## src/rtl/pc_npc_sequencer.sv

```systemverilog
// SPARC V8 PC/nPC pair with delayed-branch sequencing, delay-slot annul state
// and a misaligned-JMPL error hold that only a trap can leave.
module pc_npc_sequencer #(
  parameter int unsigned       WIDTH    = 32,
  parameter logic [WIDTH-1:0]  RESET_PC = '0
) (
  input  logic             clk,
  input  logic             reset,
  input  logic             advance,
  input  logic             br_valid,
  input  logic             br_taken,
  input  logic             br_uncond,
  input  logic             br_annul,
  input  logic [WIDTH-1:0] disp,
  input  logic             jmpl_valid,
  input  logic [WIDTH-1:0] jmpl_target,
  input  logic             trap_req,
  input  logic [WIDTH-1:0] trap_addr,
  output logic [WIDTH-1:0] pc,
  output logic [WIDTH-1:0] npc,
  output logic             annul_slot,
  output logic             align_err
);

  localparam int unsigned STATE_W = 2;

  // Bit 0 flags ANNUL and bit 1 flags ERR, so both status outputs are flop bits.
  localparam logic [STATE_W-1:0] RUN   = 2'b00;
  localparam logic [STATE_W-1:0] ANNUL = 2'b01;
  localparam logic [STATE_W-1:0] ERR   = 2'b10;

  localparam logic [WIDTH-1:0] STEP = WIDTH'(4);

  logic [STATE_W-1:0] state_q, state_d;
  logic [WIDTH-1:0]   pc_q, pc_d;
  logic [WIDTH-1:0]   npc_q, npc_d;

  // State and address registers
  always_ff @(posedge clk or posedge reset) begin
    if (reset) begin
      state_q <= RUN;
      pc_q    <= RESET_PC;
      npc_q   <= RESET_PC + STEP;
    end else begin
      state_q <= state_d;
      pc_q    <= pc_d;
      npc_q   <= npc_d;
    end
  end

  // Next-state and next-address selection, highest priority first
  always_comb begin
    state_d = state_q;
    pc_d    = pc_q;
    npc_d   = npc_q;
    if (trap_req) begin
      pc_d    = trap_addr;
      npc_d   = trap_addr + STEP;
      state_d = RUN;
    end else if (state_q == ERR) begin
      state_d = ERR;
    end else if (advance) begin
      if (state_q == ANNUL) begin
        pc_d    = npc_q;
        npc_d   = npc_q + STEP;
        state_d = RUN;
      end else if (jmpl_valid) begin
        if (jmpl_target[1:0] != 2'b00) begin
          state_d = ERR;
        end else begin
          pc_d  = npc_q;
          npc_d = jmpl_target;
        end
      end else if (br_valid) begin
        pc_d    = npc_q;
        npc_d   = br_taken ? (pc_q + disp) : (npc_q + STEP);
        // A taken conditional with a=1 still executes its slot; BA,a does not.
        state_d = (br_annul && (br_uncond || !br_taken)) ? ANNUL : RUN;
      end else begin
        pc_d    = npc_q;
        npc_d   = npc_q + STEP;
        state_d = RUN;
      end
    end
  end

  assign pc         = pc_q;
  assign npc        = npc_q;
  assign annul_slot = state_q[0];
  assign align_err  = state_q[1];

endmodule

```

## config.mk

```make
export PLATFORM = sky130hd
export DESIGN_NAME = pc_npc_sequencer
export DESIGN_NICKNAME = d
export VERILOG_FILES = /design/src/rtl/pc_npc_sequencer.sv
export SDC_FILE = /design/constraint.sdc
export NUM_CORES = 1
export LEC_CHECK = 0
export CAP_MARGIN = 0
export CELL_PAD_IN_SITES_DETAIL_PLACEMENT = 0
export CELL_PAD_IN_SITES_GLOBAL_PLACEMENT = 1
export CORE_ASPECT_RATIO = 0.8
export CORE_MARGIN = 2
export CORE_UTILIZATION = 34
export DETAILED_ROUTE_END_ITERATION = 8
export PLACE_DENSITY = 0.86
export SLEW_MARGIN = 10
export SYNTH_ARGS = -nofsm -noshare
export SYNTH_HDL_FRONTEND = slang
export SYNTH_SLANG_ARGS = --single-unit
```

## constraint.sdc

```tcl
create_clock -name clk -period 3.6 [get_ports clk]
set_clock_uncertainty 0.15 [all_clocks]
set_input_delay 0.72 -clock clk [delete_from_list [all_inputs] [get_ports clk]]
set_output_delay 0.72 -clock clk [all_outputs]
set_load 0.005 [all_outputs]
```

==> results of run 1 <==
cell type report:
cell class | instances | area, um2 | share of cell area [%]
multi-input cells | 670 | 4560 | 50.5
inverters | 15 | 56.3 | 0.624
clock buffers | 16 | 251 | 2.79
flip-flops and latches | 66 | 1650 | 18.3
well taps | 253 | 317 | 3.51
repair buffers | 233 | 2180 | 24.2
diodes | 1 | 2.50 | 0.0277
synthesized netlist by cell type, drive strengths merged (3+ instances only):
cell / count / area share, %
a2111oi: 3 / 0.43
a211oi: 14 / 1.7
a21o: 13 / 1.5
a21oi: 58 / 4.6
a221o: 3 / 0.47
a221oi: 11 / 1.5
a22o: 4 / 0.54
a22oi: 10 / 1.2
a2bb2oi: 4 / 0.54
a31o: 3 / 0.55
a31oi: 6 / 0.91
and2: 7 / 0.68
and3: 20 / 1.9
and4: 10 / 1.4
buf: 10 / 0.84
clkbuf: 33 / 1.9
dfrtp: 65 / 25
ha: 35 / 6.8
inv: 15 / 0.88
mux2i: 34 / 5.3
nand2: 94 / 5.5
nand2b: 5 / 0.49
nand3: 28 / 2.2
nand3b: 3 / 0.35
nand4: 19 / 2.2
nor2: 57 / 3.5
nor2b: 4 / 0.39
nor3: 12 / 1.1
nor3b: 3 / 0.35
o211a: 3 / 0.47
o211ai: 7 / 0.90
o21a: 6 / 0.70
o21ai: 69 / 5.4
o221ai: 5 / 0.68
o22ai: 4 / 0.39
o31a: 3 / 0.55
o31ai: 3 / 0.35
or2: 3 / 0.29
xnor2: 43 / 5.9
xor2: 36 / 4.9
path summary, 6_finish.rpt:
check	endpoint	cells past startpoint
max	npc[24]$_DFFE_PP0P_	12
max in group asynchronous	npc[2]$_DFFE_PP1P_	3
min in group asynchronous	pc[28]$_DFFE_PP0P_	2
min	npc[0]$_DFFE_PP0P_	2
min reg2reg	npc[0]$_DFFE_PP0P_	2
max reg2reg	npc[24]$_DFFE_PP0P_	11
state kept, by name (all words and copies together) (netlist names):
register / cells
npc: 32
pc: 32
state_q: 2
timing repair:
action                     4_1_cts  5_1_grt
hold buffers                     0        0
gates resized for setup          0        3
setup endpoints to repair        0        3
power groups by stage:
stage	clock (mW)	combinational (mW)	sequential, mW
after global placement	0	1.41	0.983
after global routing	0.862	1.57	0.989
after CTS	0.832	1.43	0.972
after floorplan	0	0.771	0.952
final	0.816	1.44	0.974
after detailed placement	0	1.42	0.983
critical path, stage by stage:
cell and delay [ps]:
clkdlybuf4s50_1 470, ha_1 180, inv_1 60, fa_1 410, nor2b_2 180, o2111ai_2 160, a21o_1 220, o211a_1 150
o31a_4 370, o21ai_2 130, a21oi_1 70, or3_1 360
cell families after synthesis:
group | count (synthesis) | synth area share [%]
AOI/OAI and AO/OA | 251 | 26.5
xor gates and xnor gates | 79 | 10.8
adders and majority gates | 36 | 7.12
buffers and inverters | 58 | 3.64
DFF | 66 | 25.7
muxes | 34 | 5.29
and+or+nand+nor | 270 | 21.0
through the flow:
step                      util (%)  TNS [ps]  hold slack (ps)  std cells  setup WS [ps]
after global routing          49.2         0              462       1253           20.5
after global placement        47.8      -318              421       1237           -133
after CTS                     49.1         0              435       1253            172
after detailed placement      47.8      -435              419       1237           -164
final                         49.2         0              430       1254            198
after floorplan                  -         0              395        794            486
routing by layer:
metal	part of all wire (%)	vias to the layer above	GRT usage, %
li1	-	3350	-
met1	47	3362	37.5
met2	42	354	35.9
met3	9.5	36	6.34
met4	1.8	0	6.20
met5	0	-	0
==> reports/results.txt, run 1 <==
Outcome -> completed
HPWL after DPL -> 19,100 um
Clk network pwr share -> 25.2%
FF+latch count, synth -> 66
Sequential element share of the synthesized area -> 25.7%
Nets -> 1,136
Overall power -> 3.23 mW
Core area -> 18,300 um2
Number of distinct library cells after synthesis -> 79
Clock latency on the worst-skew pair -> 340 ps
Worst R2R Setup Slack -> 660 ps
Pwr/cell area -> 358 nW/um2
Commonest non-fill, non-tap cell in the layout -> clkdlybuf4s50_1
Port Buffers -> 170
GRT overflow -> 0
Max FO, Critical Path -> 2
Iteration-0 DRC count of the detailed router -> 724
Vias in the first global route -> 6,677
RePlAce Congestion -> 0.936
Global-route wire length before repair -> 38,900 um
Sw Share -> 36.9%
Number of antenna violations at the first check in global routing -> 1
Sequential power share -> 30.1%
WP data arrival -> 3480 ps
Full die area -> 20,000 um2
DRC violations left -> 0
Crit Path Category -> in -> reg
WP data required -> 3670 ps
Fin. Hold Viols -> 0
CTS sink cnt -> 66
Commonest cells after routing, fill and taps aside -> clkdlybuf4s50_1 (169), nand2_1 (94), dfrtp_1 (65)
Initial core utilization -> 35.1%
Post-DRT Antenna Nets -> 0
Finish-stage setup viols -> 0
Postcts setup bufs -> 0
CTS max path bufs -> 2
Synth Instances -> 794
Via Count -> 7,102
Cell area after synthesis -> 6430 um2
Ys Warns -> 0
Avg Cell Area, Syn -> 8.10 um2
Post-layout min period -> 3400 ps
Wire per inst -> 20.1 um
IO Pins -> 171
Slew HR -> 44.8%
H-tree depth -> 3
RSZ-0062 raised after global routing -> no
Global Route Usage Sum -> 25.1%
Ys async rst share -> 100%
Drt via density -> 5.66
CTS root buf -> clkbuf_16
Fin crit share -> 94.5%
Share of post-route cells with drive strength above 1 -> 10.1%
Crit path launch -> disp[0]
Design area -> 9020 um2
Clock input transition at the sequential cells of the worst setup and hold paths -> 60 ps
Most used DFF post-synth -> dfrtp_1
DIE WIDTH -> 158 um
Num rows -> 44
Worst r2r src -> pc[0]$_DFFE_PP0P_
Max VDD drop -> 238 uV
Psw -> 1.19 mW
Internal cell power -> 2.04 mW
Fin. max-slew vios -> 0
DRT Pass-1 Iters -> 5
Worst setup EP type -> register
Filler instances -> 1,799
Leakage Power -> 3.79 nW
WL final -> 25,200 um
Timing-limited maximum frequency -> 294 MHz
CTS tree -> built
Syn nets -> 935
Worst hold path type -> reg -> reg
Actual slew at the worst max-slew pin -> 825 ps
Die Ht -> 127 um
Max cap viols -> 0
Logic gate share of total power -> 44.6%
Number of synthesized flops with an enable pin -> 0
Crit path launch type -> input pin
Largest net degree at the start of global routing -> 64
Area delta synth->final -> 40.3%
Placed Instance Area -> 8760 um2
Worst hold start -> npc[0]$_DFFE_PP0P_
Clock buffer count from CTS -> 9
Power figures use the tool's default switching activity.
==> inputs of run 2 (changes only) <==
--- a/config.mk
+++ b/config.mk
@@ -12,7 +12,7 @@
 export CORE_MARGIN = 2
 export CORE_UTILIZATION = 34
 export DETAILED_ROUTE_END_ITERATION = 8
-export PLACE_DENSITY = 0.86
+export PLACE_DENSITY_LB_ADDON = 0.1
 export SLEW_MARGIN = 10
 export SYNTH_ARGS = -nofsm -noshare
 export SYNTH_HDL_FRONTEND = slang
==> constraint.sdc (replaced) <==
create_clock -name clk -period 4.3 [get_ports clk]
set_clock_uncertainty 0.15 [all_clocks]
set_input_delay 0.86 -clock clk [delete_from_list [all_inputs] [get_ports clk]]
set_output_delay 0.86 -clock clk [all_outputs]
set_load 0.005 [all_outputs]
==> reports/results.txt, run 2 (same netlist as run 1, synthesis figures left out) <==
Slew HR -> 47.1% (was 44.8%)
H-tree depth -> 3 (unchanged)
Post-Place Cells -> 1,196 (was 1,237)
Delay-heaviest family, CP -> compound AO/OA/AOI/OAI gates (unchanged)
Worst r2r path cells -> 11 (unchanged)
RePlAce Congestion -> 0.928 (was 0.936)
CTS root buf -> clkbuf_16 (unchanged)
Actual slew at the worst max-slew pin -> 792 ps (was 825 ps)
Num rows -> 44 (unchanged)
Crit Path Category -> in -> reg (unchanged)
Critical path depth -> 12 (unchanged)
Sequential power share -> 30.4% (was 30.1%)
Setup TNS -> 0 ps (unchanged)
CTS resizes -> 0 (unchanged)
IO Pins -> 171 (unchanged)
Max VDD drop -> 176 uV (was 238 uV)
Timing-limited maximum frequency -> 266 MHz
Fin util -> 47.6% (was 49.2%)
GRT overflow -> 0 (unchanged)
Crit path max-delay cell type -> clkdlybuf4s50_1 (unchanged)
Fin Hold WS -> 430 ps (about the same)
DIE WIDTH -> 158 um (unchanged)
Fin crit share -> 87.4%
Crit path launch type -> input pin (unchanged)
Full die area -> 20,000 um2 (unchanged)
Share of post-route cells with drive strength above 1 -> 6.47% (was 10.1%)
DRC violations left -> 0 (unchanged)
Placed Instance Area -> 8450 um2 (was 8760 um2)
Fin. Hold Viols -> 0 (unchanged)
Nets -> 1,095 (was 1,136)
CTS max path bufs -> 2 (unchanged)
Logic gate share of total power -> 41.9% (was 44.6%)
Outcome -> completed (unchanged)
Commonest cells after routing, fill and taps aside -> clkdlybuf4s50_1 (169), nand2_1 (94), o21ai_0 (65), dfrtp_1 (65), a21oi_1 (56) (was clkdlybuf4s50_1 (169), nand2_1 (94), dfrtp_1 (65))
Pwr/cell area -> 310 nW/um2 (was 358 nW/um2)
WP data arrival -> 3820 ps (was 3480 ps)
Worst hold path type -> reg -> reg (unchanged)
CTS tree -> built (unchanged)
Via Count -> 7,011 (was 7,102)
Drt via density -> 5.78 (was 5.66)
Diodes inserted -> 0 (was 1)
Area delta synth->final -> 35.8% (was 40.3%)
Global-route wire length before repair -> 39,100 um (was 38,900 um)
HPWL after DPL -> 19,300 um (was 19,100 um)
Clock input transition at the sequential cells of the worst setup and hold paths -> 60 ps (about the same)
Global Route Usage Sum -> 25.4% (was 25.1%)
Overall power -> 2.71 mW (was 3.23 mW)
Largest net degree at the start of global routing -> 76 (was 64)
Worst setup EP type -> register (unchanged)
Internal cell power -> 1.70 mW (was 2.04 mW)
Max cap viols -> 0 (unchanged)
Vias in the first global route -> 6,764 (was 6,677)
Commonest non-fill, non-tap cell in the layout -> clkdlybuf4s50_1 (unchanged)
Clock buffer count from CTS -> 9 (unchanged)
Crit path buf inv count -> 2 (unchanged)
Design area -> 8730 um2 (was 9020 um2)
CTS sink cnt -> 66 (unchanged)
Post-layout min period -> 3760 ps
Postcts setup bufs -> 0 (unchanged)
Die Ht -> 127 um (unchanged)
Fin worst setup slack -> 540 ps (was 198 ps)
WP data required -> 4360 ps (was 3670 ps)
Sw Share -> 37.2% (was 36.9%)
Worst-path cell chain -> clkdlybuf4s50_1 -> ha_1 -> inv_1 -> fa_1 -> nor2b_1 -> o2111ai_1 -> nand3b_1 -> a31o_4 -> a31oi_2 -> a211oi_1 -> mux2i_1 -> o211ai_1 (was clkdlybuf4s50_1 -> ha_1 -> inv_1 -> fa_1 -> nor2b_2 -> o2111ai_2 -> a21o_1 -> o211a_1 -> o31a_4 -> o21ai_2 -> a21oi_1 -> or3_1)
RSZ-0062 raised after global routing -> no (unchanged)
Cts hold-fix bufs -> 0 (unchanged)
Fin cells -> 1,212 (was 1,254)
Max FO, Critical Path -> 4 (was 2)
Finish-stage setup viols -> 0 (unchanged)
Max stage delay on crit path -> 460 ps (was 470 ps)
Post-DRT Antenna Nets -> 0 (unchanged)
WL final -> 25,500 um (was 25,200 um)
Iteration-0 DRC count of the detailed router -> 772 (was 724)
Hold path depth -> 2 (unchanged)
Fin. max-slew vios -> 0 (unchanged)
Wire per inst -> 21.0 um (was 20.1 um)
Leakage Power -> 3.61 nW (was 3.79 nW)
Core area -> 18,300 um2 (unchanged)
Psw -> 1.01 mW (was 1.19 mW)
Setup Slack @ Placement -> 220 ps (was -164 ps)
DRT Pass-1 Iters -> 8 (was 5)
Number of antenna violations at the first check in global routing -> 0 (was 1)
Port Buffers -> 170 (unchanged)
Clock latency on the worst-skew pair -> 350 ps (was 340 ps)
Clk network pwr share -> 27.8% (was 25.2%)
Initial core utilization -> 35.1% (unchanged)
[run 2: tightest hold or removal path, cell delays in order (launching register included)]
cell	delay [ps]
dfrtp_1	400
nand2_1	70
a31oi_1	70
[run 2: worst paths after layout]
path / startpoint / to / slack (ps)
setup / recovery: disp[0] / npc[30]$_DFFE_PP0P_ / 540
hold / removal: npc[0]$_DFFE_PP0P_ / pc[0]$_DFFE_PP0P_ / 430
setup reg to reg: pc[0]$_DFFE_PP0P_ / npc[30]$_DFFE_PP0P_ / 1120
hold reg to reg: npc[0]$_DFFE_PP0P_ / pc[0]$_DFFE_PP0P_ / 430
max in group asynchronous: reset / npc[15]$_DFFE_PP0P_ / 2470
min in group asynchronous: reset / pc[28]$_DFFE_PP0P_ / 830
[run 2: power by group through the flow]
| stage | sequential [mW] | combinational (mW) | clock (mW) |
|---|---|---|---|
| 4_1_cts | 0.822 | 1.13 | 0.762 |
| 5_1_grt | 0.837 | 1.23 | 0.785 |
| 3_5_place_dp | 0.832 | 1.12 | 0 |
| 2_1_floorplan | 0.797 | 0.646 | 0 |
| 6_report | 0.822 | 1.13 | 0.752 |
| 3_3_place_gp | 0.830 | 1.11 | 0 |
[run 2: routing by layer]
metal / vias to the layer above / wire length [um] / global-route usage (%) / share of wire (%)
li1: 3270 / - / - / -
met1: 3363 / 12100 / 37.8 / 48
met2: 345 / 10900 / 37.4 / 43
met3: 33 / 1940 / 4.55 / 7.6
met4: 0 / 480 / 7.22 / 1.9
met5: - / 0 / 0 / 0
[run 2: final cells by class]
type	instances	area [um2]
clock buffers	12	236
clock inverters	4	45.0
fillers	1791	9600
inverters	15	56.3
multi-input cells	670	4550
flip-flops and latches	66	1650
well taps	253	317
repair buffers	192	1870
==> inputs of run 3 (changes only) <==
--- a/config.mk
+++ b/config.mk
@@ -11,6 +11,7 @@
 export CORE_ASPECT_RATIO = 0.8
 export CORE_MARGIN = 2
 export CORE_UTILIZATION = 34
+export CTS_BUF_LIST = sky130_fd_sc_hd__clkbuf_8 sky130_fd_sc_hd__clkbuf_16
 export DETAILED_ROUTE_END_ITERATION = 8
 export PLACE_DENSITY_LB_ADDON = 0.1
 export SLEW_MARGIN = 10
==> reports/results.txt, run 3 (same netlist as run 1, synthesis figures left out) <==
Filler instances -> 1,791 (unchanged)
RSZ-0062 raised after global routing -> no (unchanged)
Finish-stage setup viols -> 0 (unchanged)
Diodes inserted -> 0 (unchanged)
Fin. Hold Viols -> 0 (unchanged)
Clk network pwr share -> 27.6% (was 27.8%)
Full die area -> 20,000 um2 (unchanged)
WL final -> 25,500 um (about the same)
DIE WIDTH -> 158 um (unchanged)
Clock buffer count from CTS -> 9 (unchanged)
Placed Instance Area -> 8450 um2 (unchanged)
Worst hold path type -> reg -> reg (unchanged)
Fin. max-slew vios -> 0 (unchanged)
Psw -> 1.01 mW (about the same)
Drt via density -> 5.76 (was 5.78)
WP data arrival -> 3820 ps (about the same)
Fin cells -> 1,212 (unchanged)
Internal cell power -> 1.69 mW (was 1.70 mW)
Share of post-route cells with drive strength above 1 -> 6.47% (unchanged)
Post-DRT Antenna Nets -> 0 (unchanged)
Crit path launch -> disp[0] (unchanged)
Fin Hold WS -> 429 ps (was 430 ps)
CTS root buf -> clkbuf_16 (unchanged)
Sequential power share -> 30.5% (was 30.4%)
Commonest non-fill, non-tap cell in the layout -> clkdlybuf4s50_1 (unchanged)
Logic gate share of total power -> 42.0% (was 41.9%)
Global-route wire length before repair -> 39,100 um (unchanged)
Max stage delay on crit path -> 460 ps (about the same)
Worst setup EP type -> register (unchanged)
DRC violations left -> 0 (unchanged)
Area delta synth->final -> 35.8% (unchanged)
Worst-path cell chain -> clkdlybuf4s50_1 -> ha_1 -> inv_1 -> fa_1 -> nor2b_1 -> o2111ai_1 -> nand3b_1 -> a31o_4 -> a31oi_2 -> a211oi_1 -> mux2i_1 -> o211ai_1 (unchanged)
Outcome -> completed (unchanged)
Postcts setup bufs -> 0 (unchanged)
Iteration-0 DRC count of the detailed router -> 770 (was 772)
Core area -> 18,300 um2 (unchanged)
GRT overflow -> 0 (unchanged)
Die Ht -> 127 um (unchanged)
Setup TNS -> 0 ps (unchanged)
CTS resizes -> 0 (unchanged)
Nets -> 1,095 (unchanged)
Initial core utilization -> 35.1% (unchanged)
Post-Place Cells -> 1,196 (unchanged)
CTS tree -> built (unchanged)
DRT Pass-1 Iters -> 6 (was 8)
Actual slew at the worst max-slew pin -> 799 ps (was 792 ps)
Leakage Power -> 3.62 nW (was 3.61 nW)
Timing-limited maximum frequency -> 266 MHz (about the same)
Port Buffers -> 170 (unchanged)
Largest net degree at the start of global routing -> 76 (unchanged)
Crit path max-delay cell type -> clkdlybuf4s50_1 (unchanged)
WP data required -> 4360 ps (about the same)
Commonest cells after routing, fill and taps aside -> clkdlybuf4s50_1 (169), nand2_1 (94), o21ai_0 (65), dfrtp_1 (65), a21oi_1 (56) (unchanged)
Num rows -> 44 (unchanged)
Setup Slack @ Placement -> 220 ps (unchanged)
Worst hold start -> npc[0]$_DFFE_PP0P_ (unchanged)
Wire per inst -> 21.0 um (about the same)
Max FO, Critical Path -> 4 (unchanged)
IO Pins -> 171 (unchanged)
HPWL after DPL -> 19,300 um (unchanged)
Post-layout min period -> 3760 ps (about the same)
CTS max path bufs -> 2 (unchanged)
CTS sink cnt -> 66 (unchanged)
RePlAce Congestion -> 0.928 (unchanged)
Crit path launch type -> input pin (unchanged)
Design area -> 8730 um2 (unchanged)
Slew HR -> 46.7% (was 47.1%)
Fin crit share -> 87.5% (was 87.4%)
Max VDD drop -> 176 uV (about the same)
Overall power -> 2.70 mW (was 2.71 mW)
Crit Path Category -> in -> reg (unchanged)
Global Route Usage Sum -> 25.4% (unchanged)
Number of antenna violations at the first check in global routing -> 0 (unchanged)
Pwr/cell area -> 309 nW/um2 (was 310 nW/um2)
Max cap viols -> 0 (unchanged)
Fin worst setup slack -> 539 ps (was 540 ps)
Clock input transition at the sequential cells of the worst setup and hold paths -> 60 ps (about the same)
Via Count -> 6,982 (was 7,011)
H-tree depth -> 3 (unchanged)
Sw Share -> 37.2% (about the same)
Worst r2r src -> pc[0]$_DFFE_PP0P_ (unchanged)
Cts hold-fix bufs -> 0 (unchanged)
Fin util -> 47.6% (unchanged)
Vias in the first global route -> 6,764 (unchanged)
Clock latency on the worst-skew pair -> 350 ps (about the same)
Worst R2R Setup Slack -> 1120 ps (about the same)
-- run 3: cell types whose count changed in the layout (fill, tap and decap cells not counted), sizes merged --
cell and delta:
inv +3, clkbuf -3
-- run 3: worst paths after layout --
| kind | end | cells past startpoint |
|---|---|---|
| setup / recovery | npc[30]$_DFFE_PP0P_ | 12 |
| hold / removal | pc[0]$_DFFE_PP0P_ | 2 |
| setup reg to reg | npc[30]$_DFFE_PP0P_ | 11 |
| hold reg to reg | pc[0]$_DFFE_PP0P_ | 2 |
| max in group asynchronous | npc[15]$_DFFE_PP0P_ | 3 |
| min in group asynchronous | pc[28]$_DFFE_PP0P_ | 2 |
-- run 3: power groups by stage --
stage / sequential [mW] / clock (mW) / combinational (mW)
after floorplan: 0.797 / 0 / 0.646
after global placement: 0.830 / 0 / 1.11
after detailed placement: 0.832 / 0 / 1.12
after CTS: 0.822 / 0.754 / 1.13
after global routing: 0.837 / 0.779 / 1.23
final: 0.823 / 0.744 / 1.13
-- run 3: worst max-delay path: cells and delay by family --
family	cells	cell delay, ps
AOI/OAI and AO/OA	5	1120
adders and majority gates	2	600
buffers and inverters	2	520
and+or+nand+nor	2	470
muxes	1	230
-- run 3: area by class of cell --
cell class              count  area, um2  share of cell area, %
clock buffers               9        225                   2.58
flip-flops and latches     66       1650                   18.9
multi-input cells         670       4550                   52.1
well taps                 253        317                   3.63
inverters                  15       56.3                  0.645
clock inverters             7       56.3                  0.645
repair buffers            192       1870                   21.5
-- run 3: routing by layer --
layer / routed length (um) / GRT usage (%) / part of all wire (%)
met5: 0 / 0 / 0
met4: 472 / 7.22 / 1.9
met3: 1990 / 4.55 / 7.8
met2: 10900 / 37.4 / 43
met1: 12100 / 37.8 / 47
